`src/rtl/serial_word_receiver_pkg.sv`:
```
// Shared definitions for the serial word receiver.
//   rx_state_e      : frame assembly state (idle / shifting bits in)
//   ORDER_*         : values of msb_first selecting bit placement order
package serial_word_receiver_pkg;

    typedef enum logic {
        StIdle  = 1'b0,
        StShift = 1'b1
    } rx_state_e;

    localparam logic ORDER_LSB_FIRST = 1'b0;
    localparam logic ORDER_MSB_FIRST = 1'b1;

endpackage

```
`src/rtl/serial_word_receiver_word_holding_reg.sv`:
```
// Output holding register for the serial word receiver.
// Holds the last delivered word with a valid/ready handshake and flags words
// that arrive while the register is still occupied.
//   clk, rst          : clock, synchronous active-low reset
//   word_valid        : a completed word is offered this cycle
//   word_data         : completed data bits
//   word_perr         : parity mismatch of the completed word
//   dout_ready        : consumer accepts p_dout when dout_valid=1
//   clr_err           : clears the sticky overrun flag
//   p_dout            : held word, stable while dout_valid=1
//   dout_valid        : p_dout holds an unconsumed word
//   parity_err        : parity mismatch for the word in p_dout
//   overrun           : sticky, a completed word was dropped
module word_holding_reg #(
    parameter int unsigned WIDTH     = 4,
    parameter int unsigned PARITY_EN = 0
) (
    input  logic             clk,
    input  logic             rst,
    input  logic             word_valid,
    input  logic [WIDTH-1:0] word_data,
    input  logic             word_perr,
    input  logic             dout_ready,
    input  logic             clr_err,
    output logic [WIDTH-1:0] p_dout,
    output logic             dout_valid,
    output logic             parity_err,
    output logic             overrun
);

    logic [WIDTH-1:0] dout_q, dout_d;
    logic             valid_q, valid_d;
    logic             perr_q, perr_d;
    logic             ovr_q, ovr_d;
    logic             reg_free;

    // A word being consumed on this edge frees the slot for a same-edge load.
    assign reg_free = !valid_q || dout_ready;

    always_comb begin
        dout_d  = dout_q;
        valid_d = valid_q;
        perr_d  = perr_q;
        ovr_d   = ovr_q;

        if (word_valid && reg_free) begin
            dout_d  = word_data;
            valid_d = 1'b1;
            perr_d  = (PARITY_EN != 0) ? word_perr : 1'b0;
        end else if (dout_ready) begin
            valid_d = 1'b0;
        end

        // Set has priority over clear on the same edge.
        if (word_valid && !reg_free) begin
            ovr_d = 1'b1;
        end else if (clr_err) begin
            ovr_d = 1'b0;
        end
    end

    always_ff @(posedge clk) begin
        if (!rst) begin
            dout_q  <= '0;
            valid_q <= 1'b0;
            perr_q  <= 1'b0;
            ovr_q   <= 1'b0;
        end else begin
            dout_q  <= dout_d;
            valid_q <= valid_d;
            perr_q  <= perr_d;
            ovr_q   <= ovr_d;
        end
    end

    assign p_dout     = dout_q;
    assign dout_valid = valid_q;
    assign parity_err = perr_q;
    assign overrun    = ovr_q;

endmodule

```
`src/rtl/serial_word_receiver.sv`:
```
// Serial-to-parallel receiver.
// Assembles framed serial bits (optionally followed by an even-parity bit)
// into a WIDTH-bit word and presents it on a registered valid/ready output.
//   clk, rst          : clock, synchronous active-low reset
//   s_din, s_en       : serial bit and its sample strobe
//   s_start           : sampled bit is the first bit of a frame
//   msb_first         : 0 = first bit to p_dout[0], 1 = first bit to p_dout[WIDTH-1]
//   clr_err           : clears sticky overrun and frame_err
//   p_dout/dout_valid : received word and its valid, accepted with dout_ready
//   parity_err        : parity mismatch for the word in p_dout
//   overrun           : sticky, completed word dropped (holding register full)
//   frame_err         : sticky, frame aborted by a new s_start
module serial_word_receiver
    import serial_word_receiver_pkg::*;
#(
    parameter int unsigned WIDTH     = 4,
    parameter int unsigned PARITY_EN = 0
) (
    input  logic             clk,
    input  logic             rst,
    input  logic             s_din,
    input  logic             s_en,
    input  logic             s_start,
    input  logic             msb_first,
    input  logic             clr_err,
    output logic [WIDTH-1:0] p_dout,
    output logic             dout_valid,
    input  logic             dout_ready,
    output logic             parity_err,
    output logic             overrun,
    output logic             frame_err
);

    localparam int unsigned FLEN = WIDTH + PARITY_EN;
    localparam int unsigned CW   = $clog2(WIDTH + 2);

    localparam logic [CW-1:0] CNT_LAST  = CW'(FLEN - 1);
    localparam logic [CW-1:0] CNT_WIDTH = CW'(WIDTH);

    rx_state_e        state_q, state_d;
    logic [WIDTH-1:0] shreg_q, shreg_d;
    logic [CW-1:0]    cnt_q, cnt_d;
    logic             order_q, order_d;
    logic             ferr_q, ferr_d;

    logic             ferr_set;
    logic             word_valid;
    logic [WIDTH-1:0] word_data;
    logic             word_perr;
    logic [WIDTH-1:0] start_word;
    logic [WIDTH-1:0] shifted;

    // First bit of a frame into an empty register, placed per requested order.
    assign start_word = (msb_first == ORDER_MSB_FIRST) ?
                        {{(WIDTH-1){1'b0}}, s_din} : {s_din, {(WIDTH-1){1'b0}}};

    assign shifted = (order_q == ORDER_MSB_FIRST) ?
                     {shreg_q[WIDTH-2:0], s_din} : {s_din, shreg_q[WIDTH-1:1]};

    always_comb begin
        state_d    = state_q;
        shreg_d    = shreg_q;
        cnt_d      = cnt_q;
        order_d    = order_q;
        ferr_set   = 1'b0;
        word_valid = 1'b0;
        word_data  = shreg_q;
        word_perr  = 1'b0;

        if (s_en) begin
            if (s_start) begin
                // Restart wins over completion, even on what would be bit FLEN.
                ferr_set = (state_q == StShift);
                state_d  = StShift;
                shreg_d  = start_word;
                cnt_d    = CW'(1);
                order_d  = msb_first;
            end else if (state_q == StShift) begin
                // Parity bit (count already at WIDTH) never enters the data register.
                if (cnt_q < CNT_WIDTH) begin
                    shreg_d = shifted;
                end
                cnt_d = cnt_q + CW'(1);
                if (cnt_q == CNT_LAST) begin
                    state_d    = StIdle;
                    cnt_d      = '0;
                    word_valid = 1'b1;
                    word_data  = shreg_d;
                    word_perr  = (PARITY_EN != 0) ? (^{shreg_q, s_din}) : 1'b0;
                end
            end
        end

        if (ferr_set) begin
            ferr_d = 1'b1;
        end else if (clr_err) begin
            ferr_d = 1'b0;
        end else begin
            ferr_d = ferr_q;
        end
    end

    always_ff @(posedge clk) begin
        if (!rst) begin
            state_q <= StIdle;
            shreg_q <= '0;
            cnt_q   <= '0;
            order_q <= ORDER_LSB_FIRST;
            ferr_q  <= 1'b0;
        end else begin
            state_q <= state_d;
            shreg_q <= shreg_d;
            cnt_q   <= cnt_d;
            order_q <= order_d;
            ferr_q  <= ferr_d;
        end
    end

    assign frame_err = ferr_q;

    word_holding_reg #(
        .WIDTH     (WIDTH),
        .PARITY_EN (PARITY_EN)
    ) u_hold (
        .clk        (clk),
        .rst        (rst),
        .word_valid (word_valid),
        .word_data  (word_data),
        .word_perr  (word_perr),
        .dout_ready (dout_ready),
        .clr_err    (clr_err),
        .p_dout     (p_dout),
        .dout_valid (dout_valid),
        .parity_err (parity_err),
        .overrun    (overrun)
    );

endmodule

```
`config.mk`:
```
export PLATFORM = sky130hd
export DESIGN_NAME = serial_word_receiver
export DESIGN_NICKNAME = d
export VERILOG_FILES = /design/src/rtl/serial_word_receiver_pkg.sv /design/src/rtl/serial_word_receiver_word_holding_reg.sv /design/src/rtl/serial_word_receiver.sv
export SDC_FILE = /design/constraint.sdc
export NUM_CORES = 1
export LEC_CHECK = 0
export CAP_MARGIN = 10
export CORE_MARGIN = 2
export CORE_UTILIZATION = 40
export CTS_CLUSTER_DIAMETER = 80
export DETAILED_ROUTE_END_ITERATION = 8
export PLACE_DENSITY_LB_ADDON = 0.08
export SLEW_MARGIN = 10
export SYNTH_ARGS = -nofsm -noshare
export SYNTH_HDL_FRONTEND = slang
export SYNTH_HIERARCHICAL = 1
export SYNTH_SLANG_ARGS = --single-unit
```
`constraint.sdc`:
```
create_clock -name clk -period 3.6 [get_ports clk]
set_input_delay 0.9 -clock clk [delete_from_list [all_inputs] [get_ports clk]]
set_output_delay 0.9 -clock clk [all_outputs]
set_load 0.05 [all_outputs]
```
==> summary.txt <==
Setup path
  – Critical Path Slowest Stage Cell: clkdlybuf4s50_1
  – Worst r2r path cells: 5
  – Crit path max-delay family: simple AND/OR/NAND/NOR gates
  – WS Path Type: in2reg
  – Startpoint Class: input pin
  – Critical Path AT: 2.65 ns
  – Worst Path Required: 3.82 ns
  – Setup crit start: s_en
  – WP buf/inv: 1
  – Worst r2r src: cnt_q[0]$_SDFFE_PN0P_
  – CP endpoint kind: register
  – Critical path depth: 5
  – Crit-path cells: clkdlybuf4s50_1, nand2_1, nor3_4, nor2b_2, mux2i_1
  – Delay of the slowest cell on the worst path: 0.62 ns
  – Worst-path fanout max: 11

Place
  – Post-DP Area: 985 sq um
  – Post-Place Setup Slack: 0.877 ns
  – GPL Wtd Cong: 0.795
  – Dpl hpwl: 1.17 mm
  – # port buffers: 14

Power
  – Pwr/cell area: 337 nW/um^2
  – VDD IR max: 223 uV
  – Total Power: 344 uW
  – P_leak: 0.353 nW

Global routing
  – Gr ovfl total: 0
  – Vias in the first global route: 614
  – Largest net degree at the start of global routing: 23
  – First-pass GRT wire length: 2.71 mm
  – GR Util All Layers: 0.141
  – Antenna violations before repair: 0

Timing
  – # setup viols final: 0
  – RSZ-0062 raised after global routing: no
  – Post-route setup slack: 1.17 ns
  – Clk_skew: 0.00786 ns
  – Final hold vios: 0
  – Tmin final: 2.43 ns
  – Max transition margin: 0.576
  – Worst slew pin tran: 0.634 ns
  – Setup TNS Final: 0 ns
  – Period utilization: 0.676
  – Slew Limit Fails: 0
  – Fmax: 411 MHz

Floorplanning
  – Die ar.: 2570 sq um
  – Io pins: 16
  – Core ar.: 2000 sq um
  – Die span in y: 50.7 um
  – Rows: 16
  – Initial Util: 0.435
  – Width of the die: 50.7 um

Final layout
  – Final core occ: 0.510
  – Layout cell share with drive strength beyond 1: 0.0885
  – Final #Nets: 123
  – N_diodes: 0
  – P&R area growth vs syn: 17.2%
  – Final Instance Area: 1020 sq um

Worst hold path
  – Worst min-delay path category: reg2reg
  – Hold_sp: u_hold/p_dout[3]$_SDFFE_PN0P_
  – Worst hold path cell count: 2

Clock tree
  – Worst-case clock buffer depth: 2
  – Post CTS Setup Buffer Count: 0
  – PostCTS Resize Cnt: 0
  – Clk_lat worst skew: 0.29 ns
  – TritonCTS clock tree: done
  – Clk root buf: clkbuf_4
  – Clock transition at path regs: 0.10 ns
  – CTS Buf Count: 3
  – H-tree Lvls: 1
  – Clock sinks: 16
  – CTS Hold Bufs: 0

Outcome
  – Outcome: finished clean

Routing
  – DRC: 0
  – Antenna Nets Post-Route: 0
  – Final WL: 1.59 mm
  – Drt first pass iters: 3
  – Vias: 717
  – Via-to-Cell Ratio: 5.12
  – Routed WL per cell: 11.3 um
  – DR iter-0 viols: 7

Logic synthesis
  – Mapped Cells: 103
  – Warnings from Yosys: 6
  – Syn Area/Cell: 8.45 sq um
  – Synthesized net count: 112
  – Synth Cell Area: 871 sq um

Run
  – Max Cap Viol: 0
==> area by class of cell <==
class | instances | area (sq um)
multi-input combinational | 78 | 487
timing repair buffer | 14 | 140
clock buffer | 4 | 36.3
sequential | 16 | 320
inverter | 1 | 3.75
tap | 27 | 33.8
fill | 211 | 981
==> final timing paths <==
check	to	slack [ns]
setup / recovery	u_hold/p_dout[1]$_SDFFE_PN0P_	1.17
hold / removal	u_hold/p_dout[3]$_SDFFE_PN0P_	0.46
setup reg to reg	u_hold/p_dout[1]$_SDFFE_PN0P_	1.89
hold reg to reg	u_hold/p_dout[3]$_SDFFE_PN0P_	0.46
==> registers in the layout, indices dropped and copies added, names as in the netlist <==
name and flops:
cnt_q 3, frame_err 1, order_q 1, shreg_q 4
state_q 1, u_hold/dout_valid 1, u_hold/overrun 1, u_hold/p_dout 4
==> worst reg2reg max path, cell delays in order (launching register included) <==
cell and delay, ns:
dfxtp_1 0.37, ha_1 0.24, nand2b_4 0.08, nor3_4 0.37, nor2b_2 0.36, mux2i_1 0.22
==> cell usage in the layout (no fill, tap or decap) <==
cell type and n:
inv_1 1, nor3_4 1, nor3b_1 1, o32a_1 1, nor2b_1 7, clkdlybuf4s50_1 14, o2bb2ai_1 1, ha_1 1
o21ai_0 5, a32oi_1 1, a211oi_1 2, a211o_1 1, conb_1 1, nor2b_2 2, mux2_2 1, nand2_1 18
dfxtp_1 16, nor2_1 6, nand2b_1 1, a21o_1 1, mux2i_1 5, a31oi_1 1, clkbuf_8 1, nand3_1 3
o21a_1 2, a21boi_0 3, a21oi_1 9, nor2b_4 1, nand2b_4 1, a21boi_1 1, clkbuf_4 3, nor3_1 1
==> where the power goes <==
| group | internal, mW | total [mW] | leakage (nW) | switching (mW) |
|---|---|---|---|---|
| combinational | 0.0174 | 0.0382 | 0.202 | 0.0209 |
| sequential | 0.181 | 0.187 | 0.130 | 0.00531 |
| clock | 0.0616 | 0.119 | 0.0210 | 0.0578 |
==> stage by stage <==
step | instances | hold WS, ns
finish | 140 | 0.464
floorplan | 103 | 0.453
detailed placement | 136 | 0.450
global placement | 136 | 0.445
global route | 140 | 0.500
CTS | 140 | 0.466
==> metal layers <==
metal	share of wire	routed length, um	global-route usage	vias up
met3	0.042	66	0.0536	2
met2	0.45	721	0.232	10
li1	-	-	-	373
met1	0.50	787	0.171	332
met4	0.0076	12	0.0405	0
met5	0	0	0	-
Power figures use the tool's default switching activity.
